[config.mk]
export PLATFORM = sky130hd
export DESIGN_NAME = frame_transmitter
export DESIGN_NICKNAME = d
export VERILOG_FILES = /design/src/rtl/net_frame_pkg.sv /design/src/rtl/crc4_serial.sv /design/src/rtl/frame_transmitter.sv
export SDC_FILE = /design/constraint.sdc
export NUM_CORES = 1
export LEC_CHECK = 0
export BUFFER_PORTS_ARGS = -buffer_cell sky130_fd_sc_hd__buf_4
export CAP_MARGIN = 0
export CORE_UTILIZATION = 30
export CTS_CLUSTER_SIZE = 24
export DETAILED_ROUTE_END_ITERATION = 10
export PLACE_DENSITY = 0.51
export SYNTH_ARGS = -nofsm -noshare
export SYNTH_HDL_FRONTEND = slang
export SYNTH_SLANG_ARGS = --single-unit
[constraint.sdc]
create_clock -name clk -period 2.4 [get_ports clk]
set_input_delay 0.48 -clock clk [delete_from_list [all_inputs] [get_ports clk]]
set_output_delay 0.48 -clock clk [all_outputs]
set_load 0.03 [all_outputs]
[src/rtl/net_frame_pkg.sv]
// Shared frame format for the node network: field widths, CRC-4 polynomial,
// transmitter state encoding and the serial CRC step used by both link ends.
package net_frame_pkg;

  localparam int ID_W             = 4;
  localparam int DATA_W           = 8;
  localparam int CRC_W            = 4;
  localparam int PAYLOAD_BITS     = 2 * ID_W + DATA_W;
  localparam int FRAME_BITS       = 22;
  localparam int CLKS_PER_BIT_DEF = 8;
  localparam logic [CRC_W-1:0] DEF_CRC_POLY = 4'h3;

  typedef enum logic [2:0] {
    TX_IDLE  = 3'd0,
    TX_START = 3'd1,
    TX_DATA  = 3'd2,
    TX_CRC   = 3'd3,
    TX_STOP  = 3'd4,
    TX_GAP   = 3'd5
  } tx_state_t;

  function automatic logic [CRC_W-1:0] crc4_step(input logic [CRC_W-1:0] crc,
                                                 input logic             b,
                                                 input logic [CRC_W-1:0] poly);
    logic fb;
    fb = crc[CRC_W-1] ^ b;
    return {crc[CRC_W-2:0], 1'b0} ^ (fb ? poly : {CRC_W{1'b0}});
  endfunction

endpackage

[src/rtl/crc4_serial.sv]
// Bit-serial CRC-4 accumulator, MSB-first, init zero; shared by transmitter and receiver.
module crc4_serial
  import net_frame_pkg::*;
#(
  parameter logic [CRC_W-1:0] POLY = DEF_CRC_POLY
) (
  input  logic             clk,
  input  logic             rst,
  input  logic             clr,
  input  logic             en,
  input  logic             bit_in,
  output logic [CRC_W-1:0] crc
);

  logic [CRC_W-1:0] crc_r;

  // CRC register: clear wins over advance
  always_ff @(posedge clk or posedge rst) begin
    if (rst) begin
      crc_r <= {CRC_W{1'b0}};
    end else if (clr) begin
      crc_r <= {CRC_W{1'b0}};
    end else if (en) begin
      crc_r <= crc4_step(crc_r, bit_in, POLY);
    end else begin
      crc_r <= crc_r;
    end
  end

  assign crc = crc_r;

endmodule

[src/rtl/frame_transmitter.sv]
// Serial frame transmitter: start, dest, src, data, CRC-4, stop, then an idle gap,
// each bit held CLKS_PER_BIT clocks on an idle-high line.
module frame_transmitter
  import net_frame_pkg::*;
#(
  parameter int               CLKS_PER_BIT = CLKS_PER_BIT_DEF,
  parameter int               GAP_BITS     = 1,
  parameter logic [CRC_W-1:0] CRC_POLY     = DEF_CRC_POLY
) (
  input  logic              clk,
  input  logic              rst,
  input  logic [ID_W-1:0]   node_id,
  input  logic [ID_W-1:0]   tx_dest,
  input  logic [DATA_W-1:0] tx_data,
  input  logic              tx_valid,
  output logic              tx_ready,
  output logic              dout,
  output logic              busy,
  output logic              tx_done
);

  localparam logic [2:0] CYC_LAST      = 3'(CLKS_PER_BIT - 1);
  localparam logic [2:0] CYC_PENULT    = 3'(CLKS_PER_BIT - 2);
  localparam logic [4:0] DATA_BIT_LAST = 5'(PAYLOAD_BITS - 1);
  localparam logic [4:0] CRC_BIT_LAST  = 5'(CRC_W - 1);
  localparam logic [4:0] GAP_BIT_LAST  = 5'(GAP_BITS - 1);

  tx_state_t               state_r, state_nx_s;
  logic [2:0]              cyc_cnt_r, cyc_cnt_nx_s;
  logic [4:0]              bit_cnt_r, bit_cnt_nx_s;
  logic [PAYLOAD_BITS-1:0] shift_r, shift_nx_s;
  logic                    dout_r, dout_nx_s;
  logic                    tx_done_r, tx_done_nx_s;
  logic                    tx_ready_r, busy_r;
  logic                    accept_s, cyc_wrap_s;
  logic                    crc_clr_s, crc_en_s;
  logic [CRC_W-1:0]        crc_s;

  assign accept_s   = tx_valid && (state_r == TX_IDLE);
  assign cyc_wrap_s = (cyc_cnt_r == CYC_LAST);

  crc4_serial #(.POLY(CRC_POLY)) u_crc (
    .clk    (clk),
    .rst    (rst),
    .clr    (crc_clr_s),
    .en     (crc_en_s),
    .bit_in (shift_r[PAYLOAD_BITS-1]),
    .crc    (crc_s)
  );

  // State, counters and registered outputs
  always_ff @(posedge clk or posedge rst) begin
    if (rst) begin
      state_r    <= TX_IDLE;
      cyc_cnt_r  <= 3'd0;
      bit_cnt_r  <= 5'd0;
      shift_r    <= {PAYLOAD_BITS{1'b0}};
      dout_r     <= 1'b1;
      tx_done_r  <= 1'b0;
      tx_ready_r <= 1'b1;
      busy_r     <= 1'b0;
    end else begin
      state_r    <= state_nx_s;
      cyc_cnt_r  <= cyc_cnt_nx_s;
      bit_cnt_r  <= bit_cnt_nx_s;
      shift_r    <= shift_nx_s;
      dout_r     <= dout_nx_s;
      tx_done_r  <= tx_done_nx_s;
      tx_ready_r <= (state_nx_s == TX_IDLE);
      busy_r     <= (state_nx_s != TX_IDLE);
    end
  end

  // Next state and counter sequencing
  always_comb begin
    state_nx_s   = state_r;
    cyc_cnt_nx_s = cyc_cnt_r + 3'd1;
    bit_cnt_nx_s = bit_cnt_r;
    case (state_r)
      TX_IDLE: begin
        cyc_cnt_nx_s = 3'd0;
        bit_cnt_nx_s = 5'd0;
        if (accept_s) begin
          state_nx_s = TX_START;
        end else begin
          state_nx_s = TX_IDLE;
        end
      end
      TX_START: begin
        if (cyc_wrap_s) begin
          state_nx_s   = TX_DATA;
          bit_cnt_nx_s = 5'd0;
        end else begin
          state_nx_s = TX_START;
        end
      end
      TX_DATA: begin
        if (cyc_wrap_s && (bit_cnt_r == DATA_BIT_LAST)) begin
          state_nx_s   = TX_CRC;
          bit_cnt_nx_s = 5'd0;
        end else if (cyc_wrap_s) begin
          bit_cnt_nx_s = bit_cnt_r + 5'd1;
        end else begin
          bit_cnt_nx_s = bit_cnt_r;
        end
      end
      TX_CRC: begin
        if (cyc_wrap_s && (bit_cnt_r == CRC_BIT_LAST)) begin
          state_nx_s   = TX_STOP;
          bit_cnt_nx_s = 5'd0;
        end else if (cyc_wrap_s) begin
          bit_cnt_nx_s = bit_cnt_r + 5'd1;
        end else begin
          bit_cnt_nx_s = bit_cnt_r;
        end
      end
      TX_STOP: begin
        if (cyc_wrap_s) begin
          state_nx_s   = (GAP_BITS == 0) ? TX_IDLE : TX_GAP;
          bit_cnt_nx_s = 5'd0;
        end else begin
          state_nx_s = TX_STOP;
        end
      end
      // The IDLE cycle that precedes acceptance is the last gap clock, so the
      // gap state itself ends one cycle early to keep start bits evenly spaced.
      TX_GAP: begin
        if ((cyc_cnt_r == CYC_PENULT) && (bit_cnt_r == GAP_BIT_LAST)) begin
          state_nx_s   = TX_IDLE;
          cyc_cnt_nx_s = 3'd0;
          bit_cnt_nx_s = 5'd0;
        end else if (cyc_wrap_s) begin
          bit_cnt_nx_s = bit_cnt_r + 5'd1;
        end else begin
          bit_cnt_nx_s = bit_cnt_r;
        end
      end
      default: begin
        state_nx_s   = TX_IDLE;
        cyc_cnt_nx_s = 3'd0;
        bit_cnt_nx_s = 5'd0;
      end
    endcase
  end

  // Line value, shift register and CRC control; dout only moves on bit boundaries
  always_comb begin
    dout_nx_s    = dout_r;
    shift_nx_s   = shift_r;
    tx_done_nx_s = 1'b0;
    crc_clr_s    = 1'b0;
    crc_en_s     = 1'b0;
    case (state_r)
      TX_IDLE: begin
        if (accept_s) begin
          dout_nx_s  = 1'b0;
          shift_nx_s = {tx_dest, node_id, tx_data};
          crc_clr_s  = 1'b1;
        end else begin
          dout_nx_s = 1'b1;
        end
      end
      TX_START: begin
        if (cyc_wrap_s) begin
          dout_nx_s  = shift_r[PAYLOAD_BITS-1];
          shift_nx_s = {shift_r[PAYLOAD_BITS-2:0], 1'b0};
          crc_en_s   = 1'b1;
        end else begin
          dout_nx_s = dout_r;
        end
      end
      TX_DATA: begin
        if (cyc_wrap_s && (bit_cnt_r == DATA_BIT_LAST)) begin
          dout_nx_s  = crc_s[CRC_W-1];
          shift_nx_s = {crc_s[CRC_W-2:0], {(PAYLOAD_BITS-CRC_W+1){1'b0}}};
        end else if (cyc_wrap_s) begin
          dout_nx_s  = shift_r[PAYLOAD_BITS-1];
          shift_nx_s = {shift_r[PAYLOAD_BITS-2:0], 1'b0};
          crc_en_s   = 1'b1;
        end else begin
          dout_nx_s = dout_r;
        end
      end
      TX_CRC: begin
        if (cyc_wrap_s && (bit_cnt_r == CRC_BIT_LAST)) begin
          dout_nx_s = 1'b1;
        end else if (cyc_wrap_s) begin
          dout_nx_s  = shift_r[PAYLOAD_BITS-1];
          shift_nx_s = {shift_r[PAYLOAD_BITS-2:0], 1'b0};
        end else begin
          dout_nx_s = dout_r;
        end
      end
      TX_STOP: begin
        dout_nx_s    = 1'b1;
        tx_done_nx_s = (cyc_cnt_r == CYC_PENULT);
      end
      TX_GAP: begin
        dout_nx_s = 1'b1;
      end
      default: begin
        dout_nx_s = 1'b1;
      end
    endcase
  end

  assign dout     = dout_r;
  assign tx_done  = tx_done_r;
  assign tx_ready = tx_ready_r;
  assign busy     = busy_r;

endmodule

==> reports/metrics.cfg, run 1 <==
[status]
status=finished, final reports clean

[cells_and_area]
area_delta_synth_final_pct=20.1
nets=242
fillCellCount=631
antenna_cells=0
drive_gt1_share_pct=21.6
finish.cell_count_without_fillers=293

[sta]
setup_viol=0
setup_tns_ps=0
slew_headroom_pct=50.1
fmax_mhz=480
skew_ps=6.40
hold_viol=0
rsz0062_at_grt=no
holdWs_ps=286
slew_violations=0
fin_crit_ps=2080
fin_crit_sh_pct=86.8
tightest_slew_ps=749

[clock_tree]
clkTransAtPathRegs_ps=70
cts_sinks=35
numCtsBuffers=5
insertion_delay_ps=290
cts_tree=done
cts_root_buf=clkbuf_8
cts_resized=0
h-tree-depth=2
cts_hold_buffers=0
clockBufferDepth=2
post-cts-setup-buffer-count=0

[floorplan]
dieHeight_um=81.9
fp.dieW_um=81.9
start_util_pct=31.8
die_area_um2=6710
core-area_um2=6030
pin_count=23
core.rowCount=28

[setup_path]
crit_required_ps=2610
path_max_fanout=5
critPathArrivalTime_ps=2290
crit_type=reg -> reg
ff2ff_path_depth=7
worstSetupStartpointType=register
end_kind=register

[place]
dpl.cell_count=285
port_buffers=22
place_congestion=0.725
dp_hpwl_um=2760

[power]
p_int_w=0.000991
p_sw_w=0.000307
p_comb_share_pct=8.3
p_leak_nw=1.09
vdd_drop_max_uv=245
power_frac_seq_pct=50.1
pwr-share-clk_pct=41.6
power_density_nw_per_um2=564
switching_share_pct=23.6

[synth]
synth_most_common_cell=dfrtp_1
syn-instance-count=189
synth_cell_types=44
synthTopCellsByCount=33 x dfrtp_1, 18 x inv_1, 17 x nor2_1, 12 x a221o_1, 12 x and2_1
synth_edf_count=0
yosys_warnings=0
seq_area_frac_synth_pct=45.8
yosysTopAreaCell=dfrtp_1
synth_flop_cell=dfrtp_1
syn_area_um2=1920
ys_ff_latch=35
synth.avg_cell_area_um2=10.1
synthArstFlopShare_pct=100
synth_top_area_share_pct=43.1
synth.area.top_cells=dfrtp_1 43%, a221o_1 6.3%, mux2i_1 4.2%, and2_1 3.9%, ha_1 3.9%
synth_nets=214

[drt]
wire_per_inst_um=13.6
drc=0
firstDrtPassIters=4
via_count=1435
ant_nets=0
vias_per_cell=4.90
first_iter_violations=104
routed_wl_um=3990

[run]
maxCapViolCount=0

[global_routing]
grtUsageTotal_pct=13.5
grt_util_met2_pct=17.7
grt_max_degree=36
antenna_found_initial=0
grt_pass1_vias=1292
grt-ovfl-total=0
grt_use_met1_pct=20.2
grt_pass1_wl_um=6690
grt_use_met3_pct=3.44
top_usage_layer=met1

[hold_path]
min_path_type=in -> async

## stage by stage
stage               setup WS, ps  utilization (%)  total power, W  cell area, µm²
floorplan                    542                -        0.000725            1920
global placement             142             36.3        0.000772            2190
detailed placement           125             36.3        0.000773            2190
CTS                          105             38.2         0.00132            2300
global route                 113             38.2         0.00136            2300
finish                       317             38.2         0.00130            2300
## placed cells by master, fill, tap and decap left out, types with 4 or more instances in the layout
cell / Yosys / final
ha_1: 6 / 6
a31oi_1: 5 / 5
nand2b_1: 6 / 6
o21ai_0: 6 / 6
and2_1: 12 / 12
nor3_1: 4 / 4
buf_4: 1 / 30
nor2b_1: 5 / 5
a221o_1: 12 / 12
dfrtp_1: 33 / 33
mux2i_1: 8 / 8
a21oi_1: 5 / 5
inv_1: 18 / 18
o22ai_1: 5 / 5
clkbuf_8: 0 / 5
nor2_1: 17 / 16
## metal layers
layer	vias up	part of all wire [%]
li1	739	-
met2	22	41
met5	-	0
met4	0	1.9
met3	6	3.5
met1	668	53
## critical path: stages, from the launching register on
cell	delay, ps
dfrtp_1	420
ha_1	260
and3_1	180
ha_1	230
and3b_1	210
a311oi_2	350
o21ai_1	180
o22ai_1	190
## layout make-up
cell class	instances	area, µm²	area share (%)
multi-input combinational	127	925	40.2
sequential	35	878	38.2
timing repair buffer	30	225	9.78
tap	75	93.8	4.08
clock buffer	5	68.8	2.99
inverter	18	67.6	2.93
clock inverter	3	43.8	1.90
## power by group through the flow
| stage | clock [W] | sequential, W | combinational (W) |
|---|---|---|---|
| detailed placement | 0 | 0.000662 | 0.000111 |
| CTS | 0.000555 | 0.000650 | 0.000111 |
| global route | 0.000582 | 0.000657 | 0.000121 |
| floorplan | 0 | 0.000656 | 0.0000685 |
| finish | 0.000540 | 0.000650 | 0.000107 |
| global placement | 0 | 0.000663 | 0.000109 |
## worst paths after layout
kind / slack, ps / from / to
min: 290 / rst / busy
max reg2reg: 320 / bit_cnt_r[0] / bit_cnt_r[1]
max: 320 / bit_cnt_r[0] / bit_cnt_r[1]
min reg2reg: 450 / cyc_cnt_r[0] / cyc_cnt_r[0]
max in group asynchronous: 1770 / rst / dout
min in group clk: 390 / tx_valid / tx_ready
## registers in the layout, summed over array words and instances (netlist names)
register   cells
busy           1
u_crc.crc      4
cyc_cnt_r      3
tx_done        1
bit_cnt_r      5
dout           1
tx_ready       1
shift_r       16
state_r        3
## kinds of logic (layout without fill, tap and decap cells)
logic type | after synthesis | in the layout | synth area share, %
xor gates and xnor gates | 2 | 2 | 0.914
adders and majority gates | 6 | 6 | 3.92
AOI/OAI and AO/OA | 53 | 53 | 21.3
buffers and inverters | 27 | 56 | 6.07
muxes | 8 | 8 | 4.18
DFF | 35 | 35 | 45.8
and+or+nand+nor | 58 | 58 | 17.8
(Power assumes the default switching activity.)
==> run 2, diff against run 1 <==
Settings changed: ABC_CLOCK_PERIOD_IN_PS set to 2400, CORE_MARGIN set to 3, CORE_UTILIZATION 30 to 44, PLACE_DENSITY 0.51 to 0.67.
==> reports/metrics.cfg, run 2 (synthesis results as in run 1) <==
[sta]
slew_violations=0  ; unchanged
setup_tns_ps=0  ; unchanged
fin_crit_sh_pct=86.2  ; was 86.8%
tightest_slew_ps=738  ; was 749 ps
hold_viol=0  ; unchanged
slew_headroom_pct=50.8  ; was 50.1%
setup_viol=0  ; unchanged
fmax_mhz=483  ; was 480 MHz
fin_crit_ps=2070  ; was 2080 ps
rsz0062_at_grt=no  ; unchanged
skew_ps=2.28  ; was 6.40 ps

[clock_tree]
insertion_delay_ps=290  ; about the same
cts_root_buf=clkbuf_8  ; unchanged
cts_tree=done  ; unchanged
cts_hold_buffers=0  ; unchanged
h-tree-depth=2  ; unchanged
clockBufferDepth=2  ; unchanged
cts_sinks=35  ; unchanged
clkTransAtPathRegs_ps=70  ; about the same
numCtsBuffers=5  ; unchanged

[power]
p_leak_nw=1.06  ; was 1.09 nW
finalPower_w=0.00117  ; was 0.00130 W
power_density_nw_per_um2=527  ; was 564 nW/µm²
vdd_drop_max_uv=358  ; was 245 µV

[global_routing]
antenna_found_initial=0  ; unchanged
grt-ovfl-total=0  ; unchanged
grt_pass1_wl_um=6830  ; was 6690 µm
grt_pass1_vias=1464  ; was 1292
grt_max_degree=36  ; unchanged
grtUsageTotal_pct=16.7  ; was 13.5%

[run]
maxCapViolCount=0  ; unchanged

[setup_path]
path_max_fanout=5  ; unchanged
startpoint=bit_cnt_r[0]  ; unchanged
cpMostUsedCell=ha_1  ; unchanged
critPathArrivalTime_ps=2270  ; was 2290 ps
slowest_delay_ps=420  ; about the same
path_cells=ha_1 > and3_1 > ha_1 > and3b_1 > a311oi_2 > o21ai_1 > o22ai_1  ; unchanged
reg2reg_to=bit_cnt_r[1]  ; unchanged
timing.critical_path.to=bit_cnt_r[1]  ; unchanged
crit_required_ps=2600  ; was 2610 ps
ff2ff_path_depth=7  ; unchanged
cp_slowest_cell=dfrtp_1  ; unchanged
end_kind=register  ; unchanged
worstSetupStartpointType=register  ; unchanged
rr_startpoint=bit_cnt_r[0]  ; unchanged
crit_type=reg -> reg  ; unchanged
ff2ff_setup_slack_ps=330  ; was 320 ps

[drt]
ant_nets=0  ; unchanged
wire_per_inst_um=14.1  ; was 13.6 µm
drc=0  ; unchanged
vias_per_cell=5.61  ; was 4.90
first_iter_violations=107  ; was 104
firstDrtPassIters=5  ; was 4
via_count=1486  ; was 1435
routed_wl_um=3730  ; was 3990 µm

[cells_and_area]
fillCellCount=376  ; was 631
final_common_cell=dfrtp_1  ; unchanged
area_delta_synth_final_pct=15.9  ; was 20.1%
fin_util_pct=54.0  ; was 38.2%
nets=239  ; was 242
antenna_cells=0  ; unchanged
multi_input_area_um2=925  ; unchanged
regArea_um2=878  ; unchanged
largest-register=shift_r  ; unchanged
final_cell_area_um2=2220  ; was 2300 µm²
mostFrequentLayoutCells=33 x dfrtp_1, 27 x buf_4, 18 x inv_1, 16 x nor2_1  ; was 33 x dfrtp_1, 30 x buf_4, 18 x inv_1, 16 x nor2_1
largest_reg_flops=16  ; unchanged
drive_gt1_share_pct=20.0  ; was 21.6%

[hold_path]
min_path_type=in -> async  ; unchanged

[floorplan]
core.rowCount=23  ; was 28
dieHeight_um=72.0  ; was 81.9 µm
start_util_pct=46.6  ; was 31.8%
die_area_um2=5180  ; was 6710 µm²
core-area_um2=4120  ; was 6030 µm²
pin_count=23  ; unchanged
fp.dieW_um=72.0  ; was 81.9 µm

[status]
status=finished, final reports clean  ; unchanged

[place]
place_area_um2=2130  ; was 2190 µm²
place_congestion=0.768  ; was 0.725
dp_hpwl_um=2710  ; was 2760 µm
port_buffers=22  ; unchanged

[run 2: changes by cell type in the layout (fill, tap and decap cells not counted)]
cell,change
clkinvlp_4,+1
buf_4,-3
clkinv_4,-1
bufinv_16,-1
clkbuf_1,+1
[run 2: report_power, final]
part	internal, W	leakage [nW]	switching (W)
Combinational	0.0000564	0.585	0.0000500
Clock	0.000202	0.0412	0.000209
Sequential	0.000626	0.437	0.0000262
[run 2: area by class of cell]
type / instances / share of cell area [%]
multi-input cells: 127 / 41.6
flip-flops and latches: 35 / 39.5
repair buffers: 27 / 9.13
clock buffers: 6 / 3.27
inverters: 18 / 3.04
well taps: 50 / 2.82
clock inverters: 2 / 0.563
[run 2: metal layers]
layer  vias to the layer above  GRT usage (%)  share of wire (%)
met3                         6           5.26                5.0
met4                         0           5.01                1.6
met5                         -              0                  0
met1                       708           23.3                 48
li1                        732              -                  -
met2                        40           25.1                 45
[run 2: timing repair]
item                                   in CTS  in global routing
endpoints found under the hold margin       0                  0
gates resized for setup                     0                  1
buffers inserted                            0                  0
setup endpoints to repair                   0                 12
[run 2: worst min-delay path by stage]
stage,from,to
final,rst,busy
after global routing,rst,shift_r[6]
after CTS,rst,busy
after detailed placement,cyc_cnt_r[0],cyc_cnt_r[0]
after global placement,cyc_cnt_r[0],cyc_cnt_r[0]
after floorplan,cyc_cnt_r[0],cyc_cnt_r[0]
[run 2: worst max-delay path, delay by kind of cell, from the launching register on]
family / cells / cell delay [ps]
AOI/OAI and AO/OA: 3 / 710
adders and majority gates: 2 / 470
DFF: 1 / 420
and+or+nand+nor: 2 / 380
[run 2: stage by stage]
stage	cells	setup slack [ps]	hold slack, ps
floorplan	189	542	432
global placement	257	233	445
detailed placement	257	157	469
CTS	265	148	313
global route	265	116	343
finish	265	332	289
==> run 3, diff against run 2 <==
Settings changed: CORE_ASPECT_RATIO set to 0.9.
==> reports/metrics.cfg, run 3 (synthesis results as in run 1) <==
[cells_and_area]
multi_input_area_um2=925  ; unchanged
mostFrequentLayoutCells=33 x dfrtp_1, 27 x buf_4, 18 x inv_1, 16 x nor2_1  ; unchanged
antenna_cells=0  ; unchanged
largest-register=shift_r  ; unchanged
largest_reg_flops=16  ; unchanged
drive_gt1_share_pct=20.5  ; was 20.0%
final_cell_area_um2=2220  ; about the same
final_common_cell=dfrtp_1  ; unchanged
regArea_um2=878  ; unchanged
area_delta_synth_final_pct=15.7  ; was 15.9%
fillCellCount=385  ; was 376
nets=239  ; unchanged

[sta]
fin_crit_sh_pct=87.4  ; was 86.2%
holdWs_ps=291  ; was 289 ps
slew_headroom_pct=50.5  ; was 50.8%
setup_viol=0  ; unchanged
skew_ps=8.79  ; was 2.28 ps
slew_violations=0  ; unchanged
fmax_mhz=477  ; was 483 MHz
rsz0062_at_grt=no  ; unchanged
tightest_slew_ps=743  ; was 738 ps
fin_crit_ps=2100  ; was 2070 ps
setup_tns_ps=0  ; unchanged
hold_viol=0  ; unchanged

[global_routing]
grtUsageTotal_pct=17.6  ; was 16.7%
antenna_found_initial=0  ; unchanged
grt_pass1_wl_um=6730  ; was 6830 µm
grt-ovfl-total=0  ; unchanged
grt_pass1_vias=1384  ; was 1464
grt_max_degree=36  ; unchanged

[power]
p_leak_nw=1.07  ; was 1.06 nW
vdd_drop_max_uv=403  ; was 358 µV
pwr-share-clk_pct=35.5  ; was 35.2%
finalPower_w=0.00118  ; was 0.00117 W
p_int_w=0.000881  ; was 0.000885 W
power_density_nw_per_um2=533  ; was 527 nW/µm²
power_frac_seq_pct=55.3  ; was 55.7%
p_comb_share_pct=9.3  ; was 9.1%
switching_share_pct=25.5  ; was 24.4%
p_sw_w=0.000301  ; was 0.000286 W

[drt]
firstDrtPassIters=4  ; was 5
vias_per_cell=5.67  ; was 5.61
wire_per_inst_um=15.2  ; was 14.1 µm
routed_wl_um=4010  ; was 3730 µm
drc=0  ; unchanged
ant_nets=0  ; unchanged
via_count=1492  ; was 1486
first_iter_violations=101  ; was 107

[clock_tree]
clockBufferDepth=2  ; unchanged
cts_sinks=35  ; unchanged
cts_root_buf=clkbuf_8  ; unchanged
h-tree-depth=2  ; unchanged
insertion_delay_ps=290  ; about the same
cts_tree=done  ; unchanged
clkTransAtPathRegs_ps=70  ; about the same
post-cts-setup-buffer-count=0  ; unchanged
numCtsBuffers=5  ; unchanged

[place]
port_buffers=22  ; unchanged
place_area_um2=2130  ; about the same
place_congestion=0.862  ; was 0.768
dp_hpwl_um=2890  ; was 2710 µm

[setup_path]
worstSetupStartpointType=register  ; unchanged
crit_required_ps=2610  ; was 2600 ps
startpoint=bit_cnt_r[0]  ; unchanged
critPathArrivalTime_ps=2310  ; was 2270 ps
rr_startpoint=bit_cnt_r[0]  ; unchanged
end_kind=register  ; unchanged
path_max_fanout=5  ; unchanged
crit_type=reg -> reg  ; unchanged

[floorplan]
dieHeight_um=68.6  ; was 72.0 µm
core.rowCount=22  ; was 23
pin_count=23  ; unchanged
core-area_um2=4130  ; was 4120 µm²
fp.dieW_um=75.6  ; was 72.0 µm
start_util_pct=46.4  ; was 46.6%
die_area_um2=5190  ; was 5180 µm²

[status]
status=finished, final reports clean  ; unchanged

[run]
maxCapViolCount=0  ; unchanged

[hold_path]
min_path_type=in -> async  ; unchanged

[run 3: path summary, 6_finish.rpt]
kind / end / slack (ps) / cells past startpoint
setup / recovery: bit_cnt_r[4] / 300 / 7
hold / removal: shift_r[10] / 290 / 3
setup reg to reg: bit_cnt_r[4] / 300 / 7
hold reg to reg: cyc_cnt_r[0] / 470 / 1
max in group asynchronous: dout / 1760 / 3
min in group clk: tx_ready / 380 / 2
[run 3: per-layer routing]
layer,global-route usage [%],share of wire (%)
met1,23.4,48
met2,26.8,46
met3,6.38,5.0
met4,5.46,1.3
met5,0,0
[run 3: area by class of cell]
type	instances	area share, %
clock buffer	5	3.10
sequential	35	39.6
clock inverter	3	0.677
inverter	18	3.05
tap	48	2.71
multi-input combinational	127	41.7
timing repair buffer	27	9.14
[run 3: stage by stage]
step	instances	worst slack (ps)	util [%]
after detailed placement	255	158	51.6
after floorplan	189	542	-
after global routing	263	137	53.7
after global placement	255	232	51.6
final	263	303	53.7
after CTS	263	145	53.6
[run 3: power by group through the flow]
stage | clock network [W] | registers, W | logic [W]
final | 0.000419 | 0.000653 | 0.000110
after CTS | 0.000424 | 0.000652 | 0.000112
after floorplan | 0 | 0.000656 | 0.0000685
after global routing | 0.000455 | 0.000658 | 0.000124
after global placement | 0 | 0.000660 | 0.000105
after detailed placement | 0 | 0.000663 | 0.000111
[run 3: worst max-delay path: stages (launching register included)]
cell	delay, ps
dfrtp_1	420
ha_1	260
and3_1	180
ha_1	240
and3b_1	210
a311oi_2	360
o21ai_1	160
o22ai_1	190
[run 3: repair_timing]
item	CTS	global route
endpoints found under the setup margin	0	12
gates resized for setup	0	1
hold buffers	0	0
